$ cat src/rtl/booth_div.sv
// Sequential signed divider: restoring division on operand magnitudes, one
// quotient bit per clock, then a sign fix-up and a one-cycle done pulse.
//
// Handshake: start is sampled only in IDLE. Once it is accepted, busy stays
// high through CALC and FIX. done is high for exactly one cycle in DONE. In
// any other state start is ignored and the operands are not re-sampled.
module booth_div #(
    parameter int WIDTH = 8
) (
    input  logic             clk,
    input  logic             reset,
    input  logic             start,
    input  logic [WIDTH-1:0] dividend,
    input  logic [WIDTH-1:0] divisor,
    output logic [WIDTH-1:0] quotient,
    output logic [WIDTH-1:0] remainder,
    output logic             busy,
    output logic             done,
    output logic             div_by_zero,
    output logic             overflow,
    output logic [1:0]       state_dbg
);

    localparam int CW = (WIDTH > 1) ? $clog2(WIDTH) : 1;
    localparam logic [WIDTH-1:0] MOST_NEG = {1'b1, {(WIDTH-1){1'b0}}};

    typedef enum logic [1:0] {IDLE, CALC, FIX, DONE} state_t;

    state_t           state;
    logic [WIDTH:0]   a;
    logic [WIDTH-1:0] q;
    logic [WIDTH:0]   m;
    logic [CW-1:0]    count;
    logic             qneg;
    logic             rneg;
    logic             ovf_case;

    logic [WIDTH:0]   divisor_ext;
    logic [WIDTH:0]   divisor_mag;
    logic [WIDTH-1:0] dividend_mag;
    logic [WIDTH+1:0] a_sh;
    logic [WIDTH+1:0] trial;

    // Widening by one bit makes |most-negative| exact for the divisor;
    // the dividend magnitude fits WIDTH bits when read as unsigned.
    assign divisor_ext  = {divisor[WIDTH-1], divisor};
    assign divisor_mag  = divisor[WIDTH-1] ? -divisor_ext : divisor_ext;
    assign dividend_mag = dividend[WIDTH-1] ? -dividend : dividend;

    assign a_sh  = {a, q[WIDTH-1]};
    assign trial = a_sh - {1'b0, m};

    assign state_dbg = state;

    always_ff @(posedge clk or negedge reset) begin
        if (!reset) begin
            state       <= IDLE;
            a           <= '0;
            q           <= '0;
            m           <= '0;
            count       <= '0;
            qneg        <= 1'b0;
            rneg        <= 1'b0;
            ovf_case    <= 1'b0;
            quotient    <= '0;
            remainder   <= '0;
            busy        <= 1'b0;
            done        <= 1'b0;
            div_by_zero <= 1'b0;
            overflow    <= 1'b0;
        end else begin
            case (state)
                IDLE: begin
                    done <= 1'b0;
                    if (start) begin
                        if (divisor == '0) begin
                            quotient    <= '1;
                            remainder   <= dividend;
                            div_by_zero <= 1'b1;
                            overflow    <= 1'b0;
                            done        <= 1'b1;
                            state       <= DONE;
                        end else begin
                            a        <= '0;
                            q        <= dividend_mag;
                            m        <= divisor_mag;
                            count    <= '0;
                            qneg     <= dividend[WIDTH-1] ^ divisor[WIDTH-1];
                            rneg     <= dividend[WIDTH-1];
                            ovf_case <= (dividend == MOST_NEG) && (divisor == '1);
                            busy     <= 1'b1;
                            state    <= CALC;
                        end
                    end
                end
                CALC: begin
                    // A non-negative trial difference means the divisor fits.
                    if (!trial[WIDTH+1]) begin
                        a <= trial[WIDTH:0];
                        q <= {q[WIDTH-2:0], 1'b1};
                    end else begin
                        a <= a_sh[WIDTH:0];
                        q <= {q[WIDTH-2:0], 1'b0};
                    end
                    count <= count + 1'b1;
                    if (count == CW'(WIDTH - 1)) begin
                        state <= FIX;
                    end
                end
                FIX: begin
                    quotient    <= qneg ? -q : q;
                    remainder   <= rneg ? -a[WIDTH-1:0] : a[WIDTH-1:0];
                    div_by_zero <= 1'b0;
                    overflow    <= ovf_case;
                    busy        <= 1'b0;
                    done        <= 1'b1;
                    state       <= DONE;
                end
                DONE: begin
                    done  <= 1'b0;
                    state <= IDLE;
                end
                default: begin
                    busy  <= 1'b0;
                    done  <= 1'b0;
                    state <= IDLE;
                end
            endcase
        end
    end

endmodule
$ cat config.mk
export PLATFORM = sky130hd
export DESIGN_NAME = booth_div
export DESIGN_NICKNAME = d
export VERILOG_FILES = /design/src/rtl/booth_div.sv
export SDC_FILE = /design/constraint.sdc
export NUM_CORES = 1
export LEC_CHECK = 0
export ABC_AREA = 1
export BUFFER_PORTS_ARGS = -buffer_cell sky130_fd_sc_hd__buf_2
export CORE_AREA = 5 5 88 90
export DETAILED_ROUTE_END_ITERATION = 7
export DIE_AREA = 0 0 93 95
export MAX_ROUTING_LAYER = met4
export PLACE_DENSITY = 0.79
export SLEW_MARGIN = 20
export SYNTH_ARGS = -nofsm -noshare
export SYNTH_HDL_FRONTEND = slang
export SYNTH_SLANG_ARGS = --single-unit
$ cat constraint.sdc
create_clock -name clk -period 2 [get_ports clk]
set_input_delay 0.1 -clock clk [delete_from_list [all_inputs] [get_ports clk]]
set_output_delay 0.1 -clock clk [all_outputs]
set_load 0.01 [all_outputs]
==> impl_metrics.ini, run 1 <==
[pwr]
power_density_mw_per_mm2 = 1795
peakVddDrop_uv = 1123
p_leak_nw = 2.206

[worst_setup_path]
worst_ep_required_time_ns = 2.21
r2r-end = a[4]$_DFFE_PN0P_
reg2reg_depth = 9
r2r_slack_ns = 0.07
worst_setup_path_start_kind = register
r2r_start = a[7]$_DFFE_PN0P_
crit_type = reg -> reg
worstPathArrival_ns = 2.14
end_kind = register
worstPathMaxFanout = 5

[sta]
tns_ns = 0
tightest_slew_ns = 0.6513
final_hold_viol_count = 0
post-route-min-period_ns = 1.928
max_freq_mhz = 518.7
drv_slew = 0
skew_ns = 0.01224
maxSlewHeadroom_pct = 56.58
setup_viol = 0
fin_crit_sh_pct = 96.39
hold_ws_ns = 0.1334
fin_ws_ns = 0.07228

[floorplanning]
core_sq_mm = 0.006982
die_w_microns = 93
dieArea_sq_mm = 0.008835
ios = 41
die_h_microns = 95
row_count = 31
start_util_pct = 52.90

[yosys]
synthDistinctLibCells = 40
synth_area_per_cell_sq_um = 7.299
yosysTopAreaCell = dfrtp_1
synth_flop_cell = dfrtp_1
yosysMostFrequentCell = nand2_1
ys_seq_elements = 54
synth_top_area_share_pct = 36.59
syn_nets = 546
syn_inst = 506
seq_area_frac_synth_pct = 36.59
yosysWarnings = 0
synth_edf_count = 0
async_reset_ff_share_pct = 100.0
synthTopCellsByArea = dfrtp_1, nand2_1, nand3_1, inv_1, ha_1
syn_area_sq_mm = 0.003694
synth_common_cells = nand2_1, inv_1, nand3_1

[placed_design]
pre_cts_slack_ns = 0.05207
io_buffer_count = 40
placed_area_sq_mm = 0.003991
dp_hpwl_microns = 6728
dpl.cell_count = 622
gp_congestion = 0.8766

[cts]
insertion_delay_ns = 0.31
htree_levels = 2
cts_tree = done
postCtsSetupBuffers = 0
cts_root_buf = clkbuf_8
numCtsBuffers = 5
cts.sinks = 54
clock_path_buffers = 2
clk_pin_slew_worst_paths_ns = 0.11

[flow_run]
maxCapViolations = 0

[detailed_routing]
drt_first_iter_violations = 261
viasPerCell = 5.601
postRouteAntennaNets = 0
wire_per_inst_microns = 14.14
routed_wl_microns = 8938
firstDrtPassIters = 5
remaining_drc_errors = 0
vias = 3540

[global_route]
globalRouteOverflowTotal = 0
grt_usage_pct = 20.91
grt_pass1_wl_microns = 14590
antenna_found_initial = 0
grt_pass1_vias = 3227
grt_max_degree = 29

[final_layout]
fin_nets = 589
drive_gt1_share_pct = 16.91
fin_cells = 632
area_growth_pct = 13.99
design_area_sq_mm = 0.004210
n_antenna_cell = 0

[worst_hold_path]
hp-class = in -> reg
whs_path_depth = 3
hold_start = dividend[3]
hold_end = remainder[3]$_DFFE_PN0P_

[run_status]
status = finished, final reports clean
==> power breakdown <==
part	internal, mW	switching (mW)	leakage (nW)
Combinational	1.80	2.99	1.48
Sequential	1.59	0.410	0.672
Clock	0.382	0.395	0.0563
Total	3.77	3.79	2.21
==> per-stage QoR <==
step                      util, %  total power [mW]
final                       60.30             7.559
after global routing        60.30             8.344
after CTS                   59.00             7.261
after detailed placement    57.17             6.475
after global placement      57.17             6.349
after floorplan                 -             5.392
==> final cells by class <==
type	count	area (sq um)
Clock buffer	5	68.82
Timing Repair Buffer	51	297.8
Clock inverter	3	48.80
Tap cell	82	102.6
Fill cell	617	2771
Multi-Input combinational cell	367	2077
Sequential cell	54	1351
Inverter	70	264.0
==> what timing repair did <==
item | CTS | global route
endpoints found under the setup margin | 0 | 10
hold endpoints to repair | 26 | 0
gates resized for setup | 0 | 15
hold buffers | 1 | 0
==> how the worst max path moves through the flow <==
stage	slack, ns	cells past startpoint	to	start
2_1_floorplan	0.31	11	a[0]$_DFFE_PN0P_	a[3]$_DFFE_PN0P_
3_3_place_gp	0.07	12	a[8]$_DFFE_PN0P_	q[7]$_DFFE_PN0P_
3_5_place_dp	0.05	12	a[8]$_DFFE_PN0P_	q[7]$_DFFE_PN0P_
4_1_cts	0.02	12	a[8]$_DFFE_PN0P_	q[7]$_DFFE_PN0P_
5_1_grt	-0.04	9	a[4]$_DFFE_PN0P_	a[7]$_DFFE_PN0P_
6_report	0.07	9	a[4]$_DFFE_PN0P_	a[7]$_DFFE_PN0P_
==> sequential cells by signal, summed over array words and instances, names as in the netlist, 2 cells and up <==
register	count
remainder	8
q	8
quotient	8
a	9
state_dbg	2
m	9
count	3
==> worst max-delay path, stage by stage (launching register included) <==
cell and delay [ns]:
dfrtp_1 0.44, ha_1 0.35, nand2_1 0.12, inv_1 0.08
a21oi_4 0.26, nand3_4 0.15, nand2_2 0.17, nand3_1 0.10
nand3_1 0.09, nand2_1 0.05
==> logic make-up (layout without fill, tap and decap cells) <==
logic type	Yosys count	in the layout	synth area share, %
fa+ha+maj	21	21	7.317
xor+xnor	11	11	2.608
compound gates	82	82	13.25
simple gates	252	253	30.59
flops	54	54	36.59
buf+inv	86	129	9.654
==> metal layers <==
layer,routed length (microns),vias to the layer above,global-route usage (%)
li1,-,1735,-
met1,3982,1658,29.22
met2,4220,135,32.21
met3,630,12,2.789
met4,104,0,5.495
met5,0,-,-
==> cells in the final DEF (no fill, tap or decap), drive strengths merged, types with 5 or more instances in the layout <==
cell type and n:
a21oi 22, buf 50, clkbuf 5, dfrtp 54, ha 20, inv 70, nand2 147, nand3 70
nand4 6, nor2 22, o21ai 44, xor2 7
Note: power is estimated with default switching activity, not from simulation.
==> inputs of run 2 (changes only) <==
--- a/config.mk
+++ b/config.mk
@@ -18 +18,2 @@
 export SYNTH_SLANG_ARGS = --single-unit
+export TNS_END_PERCENT = 100
--- a/constraint.sdc
+++ b/constraint.sdc
@@ -3,2 +3,2 @@
 set_output_delay 0.1 -clock clk [all_outputs]
-set_load 0.01 [all_outputs]
+set_load 0.1 [all_outputs]
==> run 2 against run 1 <==
Core utilization is 0.48 points lower. Sequential share of layout area is 0.32 points higher. Sequential cell count stayed put. Final cell count is 0.16% lower. Largest cell class unchanged. Fmax is 2.2% higher.
==> impl_metrics.ini, run 2 (synthesized netlist as in run 1, its figures left out) <==
[run_status]
status = finished, final reports clean

[sta]
tightest_slew_ns = 0.6961
tns_ns = 0
max_freq_mhz = 530.3
post-route-min-period_ns = 1.886
skew_ns = 0.01352
fin_crit_sh_pct = 94.28
setup_viol = 0
drv_slew = 0
maxSlewHeadroom_pct = 53.60
final_hold_viol_count = 0

[final_layout]
n_antenna_cell = 0
fin_nets = 588
fin_util_pct = 59.82
drive_gt1_share_pct = 16.94
design_area_sq_mm = 0.004177
area_growth_pct = 13.08
mostFrequentLayoutCells = nand2_1, nand3_1, inv_1
num-fill-cells = 646
top_regs = a: 9 flops, m: 9 flops
layout_commonest_cell = nand2_1

[global_route]
antenna_found_initial = 0
grt_max_degree = 55
grt_usage_pct = 21.92
grt_pass1_wl_microns = 15140
globalRouteOverflowTotal = 0
grt_pass1_vias = 3296

[floorplanning]
die_w_microns = 93
row_count = 31
die_h_microns = 95
dieArea_sq_mm = 0.008835
ios = 41
start_util_pct = 52.90
core_sq_mm = 0.006982

[placed_design]
dp_hpwl_microns = 6749
io_buffer_count = 40
placed_area_sq_mm = 0.003974
gp_congestion = 0.8826

[cts]
cts_root_buf = clkbuf_8
htree_levels = 2
clk_pin_slew_worst_paths_ns = 0.10
insertion_delay_ns = 0.32
cts.sinks = 54
clock_path_buffers = 2
cts_tree = done
numCtsBuffers = 5

[worst_setup_path]
slowest_delay_ns = 0.43
crit_buf_inv = 0
cp_slowest_cell = dfrtp_1
worst_ep_required_time_ns = 2.25
worstPathMaxFanout = 10
worst_setup_path_start_kind = register
end_kind = register
crit_family = simple AND/OR/NAND/NOR gates
worstPathArrival_ns = 2.14
crit_chain = ha_1 -> nand2_1 -> nor2_1 -> nand3_2 -> nand3_2 -> nand2_4 -> nand3_1 -> nand3_1 -> nand2_1
r2r_slack_ns = 0.11
crit_type = reg -> reg

[detailed_routing]
drt_first_iter_violations = 243
vias = 3568
remaining_drc_errors = 0
routed_wl_microns = 9096
firstDrtPassIters = 6
postRouteAntennaNets = 0
viasPerCell = 5.655
wire_per_inst_microns = 14.42

[worst_hold_path]
hp-class = in -> reg

[flow_run]
maxCapViolations = 0
==> run 2: cell count changes in the layout (fill, tap and decap cells not counted), moves of 2 or more <==
cell,previous run,this run
nor2_2,2,0
dfrtp_2,0,2
nor2_1,20,22
dfrtp_1,54,52
==> run 2: final timing paths <==
kind | startpoint | endpoint | depth (start not counted)
setup / recovery | a[5]$_DFFE_PN0P_ | a[5]$_DFFE_PN0P_ | 9
hold / removal | dividend[3] | remainder[3]$_DFFE_PN0P_ | 3
setup reg to reg | a[5]$_DFFE_PN0P_ | a[5]$_DFFE_PN0P_ | 9
hold reg to reg | count[0]$_DFFE_PN0P_ | count[0]$_DFFE_PN0P_ | 1
max in group asynchronous | reset | state_dbg[0]$_DFFE_PN0P_ | 3
min in group asynchronous | reset | quotient[4]$_DFFE_PN0P_ | 3
==> run 2: cell type report <==
| cell class | count | area [sq um] | area share [%] |
|---|---|---|---|
| inverters | 70 | 264.0 | 6.321 |
| repair buffers | 51 | 285.3 | 6.830 |
| clock buffers | 6 | 72.57 | 1.738 |
| flip-flops and latches | 54 | 1354 | 32.41 |
| clock inverters | 2 | 37.54 | 0.8987 |
| well taps | 82 | 102.6 | 2.457 |
| multi-input cells | 366 | 2061 | 49.34 |
==> run 2: routing by layer <==
metal | wire length [microns] | track usage, % | part of all wire, % | up-vias
li1 | - | - | - | 1739
met1 | 4074 | 29.54 | 45 | 1676
met2 | 4267 | 35.03 | 47 | 136
met3 | 589 | 2.789 | 6.5 | 17
met4 | 165 | 5.983 | 1.8 | 0
met5 | 0 | - | 0 | -
==> run 2: repair_timing <==
action                                 4_1_cts  5_1_grt
resized for setup                            0       14
setup endpoints to repair                    0       10
buffers inserted                             0        1
hold buffers                                 1        0
endpoints found under the hold margin       54        0
==> run 2: worst reg2reg max path, cell delays in order, from the launching register on <==
cell and delay [ns]:
dfrtp_1 0.43, ha_1 0.37, nand2_1 0.10, nor2_1 0.19
nand3_2 0.19, nand3_2 0.18, nand2_4 0.11, nand3_1 0.09
nand3_1 0.09, nand2_1 0.08
==> run 2: through the flow <==
stage               setup WS [ns]  cells  hold WS [ns]
finish                     0.1144    631        0.1092
global route             -0.04614    631        0.1386
CTS                       0.02238    630        0.1133
detailed placement        0.05528    621        0.2692
global placement          0.05790    621        0.2598
floorplan                -0.01788    506       -0.1956
Power of run 2 is left out: the tool's default activity adds up to more than one toggle a clock period on the data nets, which glitch-free logic cannot reach.
